`src/rtl/audio_dac_serializer.sv`:
```
// I2S transmitter for the WM8731 DAC path: codec-mastered BCLK/DACLRCK are synchronized into clk,
// stereo pairs are taken over a valid/ready handshake and shifted out MSB-first on DACDAT.
`timescale 1ns / 1ps

module audio_dac_serializer #(
  parameter int unsigned DATA_WIDTH = 24
) (
  input  logic                  clk,
  input  logic                  reset,
  input  logic [DATA_WIDTH-1:0] sample_left,
  input  logic [DATA_WIDTH-1:0] sample_right,
  input  logic                  sample_valid,
  output logic                  sample_ready,
  input  logic                  bclk,
  input  logic                  daclrck,
  output logic                  dacdat,
  output logic                  underrun,
  output logic [15:0]           underrun_count
);

  localparam int unsigned CntW = $clog2(DATA_WIDTH + 1);
  localparam logic [CntW-1:0] CntIdle = CntW'(DATA_WIDTH);

  logic                  bclk_s1_q, bclk_s2_q, bclk_s3_q;
  logic                  lrck_s1_q, lrck_s2_q;
  logic                  bclk_rise_q, bclk_fall_q;
  logic                  lrck_prev_q, lrck_prev_d;
  logic                  hold_full_q, hold_full_d;
  logic [DATA_WIDTH-1:0] hold_l_q, hold_l_d;
  logic [DATA_WIDTH-1:0] hold_r_q, hold_r_d;
  logic [DATA_WIDTH-1:0] pend_q, pend_d;
  logic [DATA_WIDTH-1:0] shift_q, shift_d;
  logic [CntW-1:0]       cnt_q, cnt_d;
  logic                  dacdat_q, dacdat_d;
  logic                  underrun_q, underrun_d;
  logic [15:0]           ur_cnt_q, ur_cnt_d;
  logic                  chan_start, left_start, right_start, handshake;

  // Two-stage synchronizers plus a third stage for edge detection; edge pulses are registered.
  always_ff @(posedge clk or posedge reset) begin
    if (reset) begin
      bclk_s1_q   <= 1'b0;
      bclk_s2_q   <= 1'b0;
      bclk_s3_q   <= 1'b0;
      lrck_s1_q   <= 1'b0;
      lrck_s2_q   <= 1'b0;
      bclk_rise_q <= 1'b0;
      bclk_fall_q <= 1'b0;
    end else begin
      bclk_s1_q   <= bclk;
      bclk_s2_q   <= bclk_s1_q;
      bclk_s3_q   <= bclk_s2_q;
      lrck_s1_q   <= daclrck;
      lrck_s2_q   <= lrck_s1_q;
      bclk_rise_q <= bclk_s2_q & ~bclk_s3_q;
      bclk_fall_q <= ~bclk_s2_q & bclk_s3_q;
    end
  end

  always_comb begin
    chan_start  = bclk_rise_q && (lrck_s2_q != lrck_prev_q);
    left_start  = chan_start && !lrck_s2_q;
    right_start = chan_start && lrck_s2_q;
    handshake   = sample_valid && !hold_full_q;

    lrck_prev_d = bclk_rise_q ? lrck_s2_q : lrck_prev_q;
    hold_full_d = hold_full_q;
    hold_l_d    = hold_l_q;
    hold_r_d    = hold_r_q;
    pend_d      = pend_q;
    shift_d     = shift_q;
    cnt_d       = cnt_q;
    dacdat_d    = dacdat_q;
    underrun_d  = 1'b0;
    ur_cnt_d    = ur_cnt_q;

    // A pair accepted alongside an underrunning left start is kept for the next frame.
    if (handshake) begin
      hold_l_d    = sample_left;
      hold_r_d    = sample_right;
      hold_full_d = 1'b1;
    end

    if (left_start) begin
      cnt_d = '0;
      if (hold_full_q) begin
        shift_d     = hold_l_q;
        pend_d      = hold_r_q;
        hold_l_d    = '0;
        hold_r_d    = '0;
        hold_full_d = 1'b0;
      end else begin
        shift_d    = '0;
        pend_d     = '0;
        underrun_d = 1'b1;
        if (ur_cnt_q != 16'hFFFF) ur_cnt_d = ur_cnt_q + 16'd1;
      end
    end else if (right_start) begin
      shift_d = pend_q;
      cnt_d   = '0;
    end else if (bclk_fall_q) begin
      if (cnt_q < CntIdle) begin
        dacdat_d = shift_q[DATA_WIDTH-1];
        shift_d  = {shift_q[DATA_WIDTH-2:0], 1'b0};
        cnt_d    = cnt_q + 1'b1;
      end else begin
        dacdat_d = 1'b0;
      end
    end
  end

  always_ff @(posedge clk or posedge reset) begin
    if (reset) begin
      lrck_prev_q <= 1'b0;
      hold_full_q <= 1'b0;
      hold_l_q    <= '0;
      hold_r_q    <= '0;
      pend_q      <= '0;
      shift_q     <= '0;
      cnt_q       <= CntIdle;
      dacdat_q    <= 1'b0;
      underrun_q  <= 1'b0;
      ur_cnt_q    <= '0;
    end else begin
      lrck_prev_q <= lrck_prev_d;
      hold_full_q <= hold_full_d;
      hold_l_q    <= hold_l_d;
      hold_r_q    <= hold_r_d;
      pend_q      <= pend_d;
      shift_q     <= shift_d;
      cnt_q       <= cnt_d;
      dacdat_q    <= dacdat_d;
      underrun_q  <= underrun_d;
      ur_cnt_q    <= ur_cnt_d;
    end
  end

  assign sample_ready   = ~hold_full_q;
  assign dacdat         = dacdat_q;
  assign underrun       = underrun_q;
  assign underrun_count = ur_cnt_q;

endmodule

```
`config.mk`:
```
export PLATFORM = sky130hd
export DESIGN_NAME = audio_dac_serializer
export DESIGN_NICKNAME = d
export VERILOG_FILES = /design/src/rtl/audio_dac_serializer.sv
export SDC_FILE = /design/constraint.sdc
export NUM_CORES = 1
export LEC_CHECK = 0
export ABC_AREA = 1
export CORE_MARGIN = 8
export CORE_UTILIZATION = 50
export DETAILED_ROUTE_END_ITERATION = 12
export GPL_TIMING_DRIVEN = 0
export PLACE_DENSITY = 0.76
export REMOVE_ABC_BUFFERS = 1
export SETUP_SLACK_MARGIN = 0.05
export SYNTH_ARGS = -nofsm -noshare
export SYNTH_HDL_FRONTEND = slang
export SYNTH_SLANG_ARGS = --single-unit
```
`constraint.sdc`:
```
create_clock -name clk -period 4.4 [get_ports clk]
set_clock_uncertainty 0.05 [all_clocks]
set_input_delay 0.88 -clock clk [delete_from_list [all_inputs] [get_ports clk]]
set_output_delay 0.88 -clock clk [all_outputs]
set_load 0.1 [all_outputs]
```
### Word-level counts from Yosys, hierarchy flattened

Index checks and enable logic that the tools add are counted.

* register bits: 128
* input port bits: 53
* output and inout port bits: 19
* word-level logic and storage cells: 62

* $lt $le $gt $ge: 1
* multiplexer cells: 22
* equality and inequality tests: 2
* reduce and logical (&&, ||, !) cells: 11
* bitwise logic cells: 7
* add/sub/neg operators: 2

Operator list (count)
* 2-to-1 mux 24 bit: 12
* 2-to-1 mux 5 bit: 4
* adder 16 x 1 -> 16 bit, second input constant: 1
* != test 16 bit, second input constant: 1
* 2-to-1 mux 1 bit: 6
* AND reduction 3 bit: 2
* nonzero test 3 bit: 2
* adder 5 x 1 -> 5 bit, second input constant: 1
* < comparator 5 bit, second input constant: 1
* inverter 1 bit: 5
* logical AND 1 bit: 4
* AND 1 bit: 2
* logical NOT 1 bit: 2
* AND reduction 2 bit: 1
* != test 1 bit: 1

### Depth between registers and ports, before layout

Gate-level depths: netlist of run 1.

* depth in word-level cells: 5
* gate-level depth with buffers: 9
* gate-level depth less buffers: 8

### Worst setup path after synthesis of run 1

Ideal clock, no wire load.

* path type: register -> register
* start: reg ur_cnt_q[0], in the netlist underrun_count[0]
* end: reg ur_cnt_q[0], in the netlist underrun_count[0]
* library setup time: 120 ps
* setup slack: 2038 ps
* required time: 4230 ps
* cell stages (with the launch flop): 10
* arrival time: 2192 ps
* path buffers: 1
* clock period less this slack: 2362 ps
* cell sequence: dfrtp_1 ha_1 inv_1 nor2_4 nand2_2 o21ai_4 inv_4 buf_6 nand2_1 nand2_1

* word-level cells in the longest chain between the ends: 2
* elaborated cells on any way between the ends: 3
* those cells by class: 1 x add/sub; 1 x eq/ne; 1 x reduce/logical

Ends and longest elaborated chain
* from (decl): line 36 `logic [15:0] ur_cnt_q, ur_cnt_d;`
* from (signal assigned): line 134 `ur_cnt_q <= ur_cnt_d;`
* branches (longest 2 deep; another with adder 16 x 1 -> 16 bit)

Parallel ways; which one is timed is not known.
A chain may end at the register's enable or synchronous reset.

### Worst setup path after layout of run 1

* start: reg bclk_rise_q
* end: reg hold_r_q[21]

* word-level cells in the longest chain between the ends: 3

Ends and longest elaborated chain
* from (decl): line 26 `logic bclk_rise_q, bclk_fall_q;`
* from (signal assigned): line 55 `bclk_rise_q <= bclk_s2_q & ~bclk_s3_q;`
* logical AND 1 bit: line 61 `chan_start = bclk_rise_q && (lrck_s2_q != lrck_prev_q);`
* logical AND 1 bit: line 62 `left_start = chan_start && !lrck_s2_q;`
* 2-to-1 mux 24 bit: line 84 `if (left_start) begin`
* net hold_r_d[21]: line 30 `logic [DATA_WIDTH-1:0] hold_r_q, hold_r_d;`
* to (signal assigned): line 128 `hold_r_q <= hold_r_d;`
* to (decl): line 30

The timed path passes the listed nets, and every way through them passes these cells.

==> results.txt, run 1 <==
outcome: finished clean
worst-path cell chain: nand3_1 > nor2_4 > inv_2 > nand2_1 > inv_1
CP Class: register to register
post-placement worst setup slack: 0.8779 ns
Final Slew Violations: 0
io pins: 72
largest net degree at the start of global routing: 86
Slew HR: 31.41%
M3 GR Usage: 4.037%
Post-Synth XOR/XNOR Area: 1.168%
largest family of logic cells by synthesized area: simple AND/OR/NAND/NOR gates
RSZ-0062 raised after global routing: false
Lkg Pwr: 0.003724 uW
GRT overflow: 0
Clock Latency Late Sink: 0.41 ns
Area Overhead vs Synth: 23.77%
Post-DP Area: 6825 sq um
DRC: 0
layout cell share with drive strength beyond 1: 13.15%
cts repair resizes: 0
initial drt markers: 332
H-tree levels: 4
First-pass DRT Iterations: 5
CTS Hold Bufs: 0
Mapped Area: 6001 sq um
synthesized netlist cell count: 678
post-synthesis compound-gate area fraction: 5.213%
nets@finish: 795
Die Ht: 125.6 microns
most frequent cells in the layout: nand2_1, dfrtp_1, inv_1
die area: 15760 sq um
via density per instance: 5.156
VDD IR-drop max: 301.1 uV
gr usage total: 17.61%
predominant post-synthesis flop cell: dfrtp_1
Mean Syn Cell Area: 8.851 sq um
GR peak layer: met2
worst-margin pin slew: 1.026 ns
post-CTS setup buffer count: 0
Core Box Area: 11860 sq um
first-pass GRT wire length: 22770 microns
Post-synth EDFFs: 0
Final Hold Vio Count: 0
Tcrit/Tclk final: 79.08%
initial antenna violation count: 0
CP startpoint kind: register
synthesized flop and latch total: 128
CP Max Fanout: 48
Largest stage delay, worst path: 0.89 ns
CTS tree: yes
Seq/Total Area, Yosys: 53.42%
Clock Tree Buf Depth: 2
root buffer cell: clkbuf_16
CP max stage cell: nand3_1
Simple-Gate Fraction of Synth Area: 22.91%
Cell variety after synth: 28
mux contribution to synthesized area: 9.008%
final instance area: 7427 sq um
global routing met1 resource utilization: 21.21%
crit end category: register
most common library cell in the layout ignoring fill and taps: nand2_1
via count: 4640
Core Rows: 40
Yosys Warn Count: 0
gpl congestion: 0.8253
met2 Resource Use GR: 29.62%
Post-Synth Adder-Cell Area: 0.4170%
WP data required: 4.65 ns
vias in the first global route: 4871
Hold Path Class: register to register
post-synth top area cell: dfrtp_1
pwr dens: 573.7 nW/um^2
DR WL/cell: 14.66 microns
clk sinks: 128
final setup margin: 0.9203 ns
Routed Antenna Nets: 0
setup violators final: 0
Clock transition at path regs: 0.06 ns
post-synth top area share: 52.54%
total of max-cap violations: 0
antenna fix cells: 0
dpl hpwl: 8654 microns
wirelength, routed: 13200 microns
Die W: 125.6 microns
Initial Utilization: 50.59%
Synth area leaders: dfrtp_1, nand2_1, mux2_2
WP data arrival: 3.73 ns
Post-synth ARST share: 100.0%
Port-buffer cells: 71
setup slack, reg-to-reg: 0.92 ns
min Tclk post-route: 3.480 ns
fillers: 964
fmax: 287.4 MHz
TritonCTS Buffers: 17
==> flip-flops by register name (all words and copies together) (netlist names), 5 cells and up <==
signal	cells
hold_l_q	24
underrun_count	16
shift_q	24
cnt_q	5
pend_q	24
hold_r_q	24
==> report_power, final <==
| part | switching, uW | leakage [uW] | internal, uW |
|---|---|---|---|
| registers | 238 | 0.00165 | 1590 |
| logic | 532 | 0.00179 | 494 |
| clock network | 524 | 0.000284 | 880 |
| total | 1290 | 0.00372 | 2970 |
==> worst max-delay path, delay by kind of cell, from the launching register on <==
kind                   cells  cell delay [ns]
and+or+nand+nor            3             1.88
buffers and inverters      2             0.56
DFF                        1             0.85
==> synth_stat cells (10+ instances only) <==
cell type,number
o21ai_0,17
buf_2,15
nand3_1,27
dfrtp_1,126
nor2_1,24
nand4_1,22
mux2_2,48
inv_1,79
a22o_1,17
nand2_1,253
clkbuf_1,10
==> final timing paths <==
path / end / from / depth (start not counted)
worst max-delay path: hold_r_q[21] / bclk_rise_q / 5
worst min-delay path: bclk_s2_q / bclk_s1_q / 0
worst max register to register: hold_r_q[21] / bclk_rise_q / 5
worst min register to register: bclk_s2_q / bclk_s1_q / 0
max in group asynchronous: cnt_q[4] / reset / 3
min in group asynchronous: hold_l_q[23] / reset / 2
==> logic make-up (layout without fill, tap and decap cells) <==
logic type	Yosys count	count (layout)
buf+inv	114	189
compound gates	44	44
xor+xnor	8	8
fa+ha+maj	2	2
flops	128	128
mux	48	48
simple gates	334	334
==> per-stage QoR <==
step           util [%]  hold slack [ns]  power (uW)  TNS, ns  instances
4_1_cts           62.62           0.2999        4291        0        900
3_5_place_dp      57.54           0.2957        2873        0        868
3_3_place_gp      56.80           0.2870        2797  -220.65        865
6_report          62.62           0.2972        4261        0        900
5_1_grt           62.62           0.3134        4520        0        900
2_1_floorplan         -           0.2812        2584        0        647
==> layout make-up <==
type	instances	area (sq um)	share of cell area [%]
Clock inverter	12	135.1	1.819
Inverter	83	319.1	4.296
Tap cell	147	183.9	2.476
Clock buffer	20	466.7	6.284
Multi-Input combinational cell	436	2331	31.38
Timing Repair Buffer	74	785.8	10.58
Sequential cell	128	3206	43.16
==> routing by layer <==
metal / wire length (microns) / share of wire (%)
met3: 553 / 4.2
met1: 5742 / 44
met2: 6706 / 51
met4: 193 / 1.5
met5: 0 / 0
Power figures use the tool's default switching activity.
==> run 2: changes to the inputs <==
Settings changed: CORE_UTILIZATION 50 to 56, PLACE_DENSITY 0.76 to 0.8.
Clock period 4.4 ns to 3.34 ns, I/O delays scaled along.
==> results.txt, run 2 (same netlist as run 1, synthesis figures left out) <==
Die Ht: 119.5 microns (was 125.6 microns)
min Tclk post-route: 3.060 ns (was 3.480 ns)
First-pass DRT Iterations: 5 (unchanged)
Core Box Area: 10370 sq um (was 11860 sq um)
Clock Tree Buf Depth: 2 (unchanged)
CP top delay family: simple AND/OR/NAND/NOR gates (unchanged)
final setup margin: 0.2801 ns (was 0.9203 ns)
Area Overhead vs Synth: 23.85% (was 23.77%)
crit end category: register (unchanged)
VDD IR-drop max: 413.4 uV (was 301.1 uV)
Core Rows: 37 (was 40)
CP startpoint kind: register (unchanged)
Die W: 119.5 microns (was 125.6 microns)
Port-buffer cells: 71 (unchanged)
CTS tree: yes (unchanged)
worst-path cell chain: nand3_2 > nor2_4 > inv_2 > nand2_1 > inv_1 (was nand3_1 > nor2_4 > inv_2 > nand2_1 > inv_1)
Hold Path Class: register to register (unchanged)
reg2reg start: bclk_rise_q (unchanged)
worst-margin pin slew: 0.9921 ns (was 1.026 ns)
Tcrit/Tclk final: 91.61% (was 79.08%)
setup_tns: 0 ns (unchanged)
gpl congestion: 0.7990 (was 0.8253)
sw frac: 30.48% (was 30.36%)
fillers: 755 (was 964)
WP data required: 3.70 ns (was 4.65 ns)
setup slack, reg-to-reg: 0.28 ns (was 0.92 ns)
setup violators final: 0 (unchanged)
GRT overflow: 0 (unchanged)
nets@finish: 796 (was 795)
Clock Latency Late Sink: 0.52 ns (was 0.41 ns)
clock power share: 32.8% (was 33.0%)
Flop pwr share: 42.7% (was 43.0%)
io pins: 72 (unchanged)
TritonCTS Buffers: 17 (unchanged)
Clock transition at path regs: 0.06 ns (about the same)
dpl hpwl: 8576 microns (was 8654 microns)
hold path cells: 0 (unchanged)
RSZ-0062 raised after global routing: false (unchanged)
post-placement worst setup slack: -0.2736 ns (was 0.8779 ns)
Slew HR: 33.65% (was 31.41%)
Comb pwr share: 24.4% (was 24.1%)
Largest stage delay, worst path: 0.90 ns (was 0.89 ns)
first-pass GRT wire length: 23250 microns (was 22770 microns)
Crit. path cell count: 5 (unchanged)
layout cell share with drive strength beyond 1: 13.53% (was 13.15%)
R2R Path End: hold_r_q[13] (was hold_r_q[21])
R2R cell count: 5 (unchanged)
wirelength, routed: 13780 microns (was 13200 microns)
initial antenna violation count: 0 (unchanged)
H-tree levels: 4 (unchanged)
antenna fix cells: 0 (unchanged)
gr usage total: 20.01% (was 17.61%)
clk sinks: 128 (unchanged)
fin cells: 890 (was 900)
CP Max Fanout: 48 (unchanged)
CTS Hold Bufs: 0 (unchanged)
CP Buf/Inv Count: 2 (unchanged)
Final Slew Violations: 0 (unchanged)
Routed Antenna Nets: 0 (unchanged)
initial drt markers: 327 (was 332)
NetSw: 1722 uW (was 1294 uW)
fmax: 326.8 MHz (was 287.4 MHz)
vias in the first global route: 4893 (was 4871)
Hold Path Sink: lrck_s2_q (was bclk_s2_q)
die area: 14280 sq um (was 15760 sq um)
WP data arrival: 3.42 ns (was 3.73 ns)
most common library cell in the layout ignoring fill and taps: nand2_1 (unchanged)
Int Power: 3928 uW (was 2967 uW)
via count: 4798 (was 4640)
DR WL/cell: 15.49 microns (was 14.66 microns)
CP max stage cell: dfrtp_1 (was nand3_1)
Placed Cells: 857 (was 868)
DRC: 0 (unchanged)
most frequent cells in the layout: nand2_1, dfrtp_1, inv_1 (unchanged)
Initial Utilization: 57.87% (was 50.59%)
Lkg Pwr: 0.003737 uW (was 0.003724 uW)
worst hold start: lrck_s1_q (was bclk_s1_q)
root buffer cell: clkbuf_8 (was clkbuf_16)
largest net degree at the start of global routing: 98 (was 86)
total of max-cap violations: 0 (unchanged)
CP Class: register to register (unchanged)
outcome: finished clean (unchanged)
via density per instance: 5.391 (was 5.156)
pwr dens: 760.3 nW/um^2 (was 573.7 nW/um^2)
Final Hold Vio Count: 0 (unchanged)
run 2: power by group through the flow:
stage	Sequential, uW	Clock (uW)	Combinational [uW]
after floorplan	2420	0	986
after global placement	2410	0	1280
after detailed placement	2420	0	1360
after CTS	2410	1880	1380
after global routing	2480	1950	1560
final	2410	1850	1380
run 2: worst reg2reg max path: stages, from the launching register on:
cell and delay [ns]:
dfrtp_1 0.90, nand3_2 0.68, nor2_4 0.58, inv_2 0.46, nand2_1 0.22, inv_1 0.06
run 2: metal layers:
metal,share of wire [%],track usage (%),vias to the layer above
met2,49,32.55,167
met5,0,0,-
met3,5.9,5.204,26
met1,43,24.48,2328
met4,2.0,9.524,0
li1,-,-,2277
run 2: worst max-delay path by stage:
stage / endpoint / from / slack, ns
after global placement: hold_r_q[11] / reset / -2.43
after global routing: hold_l_q[10] / bclk_rise_q / 0.14
after CTS: hold_l_q[15] / bclk_rise_q / 0.09
final: hold_r_q[13] / bclk_rise_q / 0.28
after floorplan: bclk_fall_q / reset / -0.79
after detailed placement: hold_l_q[17] / bclk_rise_q / -0.27
run 2: area by class of cell:
cell class | instances | area (sq um) | share of cell area [%]
inverters | 83 | 319.1 | 4.293
well taps | 136 | 170.2 | 2.290
multi-input cells | 437 | 2350 | 31.62
repair buffers | 74 | 785.8 | 10.57
flip-flops and latches | 128 | 3206 | 43.13
clock buffers | 19 | 441.7 | 5.943
clock inverters | 13 | 160.2 | 2.155
run 2: metrics by stage:
step	hold slack, ns	util (%)	power, uW	cell area [sq um]
2_1_floorplan	0.2812	-	3405	5843
3_3_place_gp	0.2832	64.84	3686	6724
3_5_place_dp	0.2893	65.69	3783	6812
4_1_cts	0.3031	71.56	5669	7421
5_1_grt	0.3049	71.67	5989	7432
6_report	0.2987	71.67	5651	7432
run 2: repair_timing:
| item | CTS | global route |
|---|---|---|
| pin swaps | 0 | 1 |
| resized for setup | 2 | 1 |
| buffers inserted | 0 | 0 |
| cloned | 0 | 1 |
| setup endpoints to repair | 74 | 53 |
==> run 3: changes to the inputs <==
Settings changed: CTS_CLUSTER_DIAMETER from default to 200.
==> results of run 3 <==
Same layout as run 2: the final DEF is identical, and so are final timing and power.
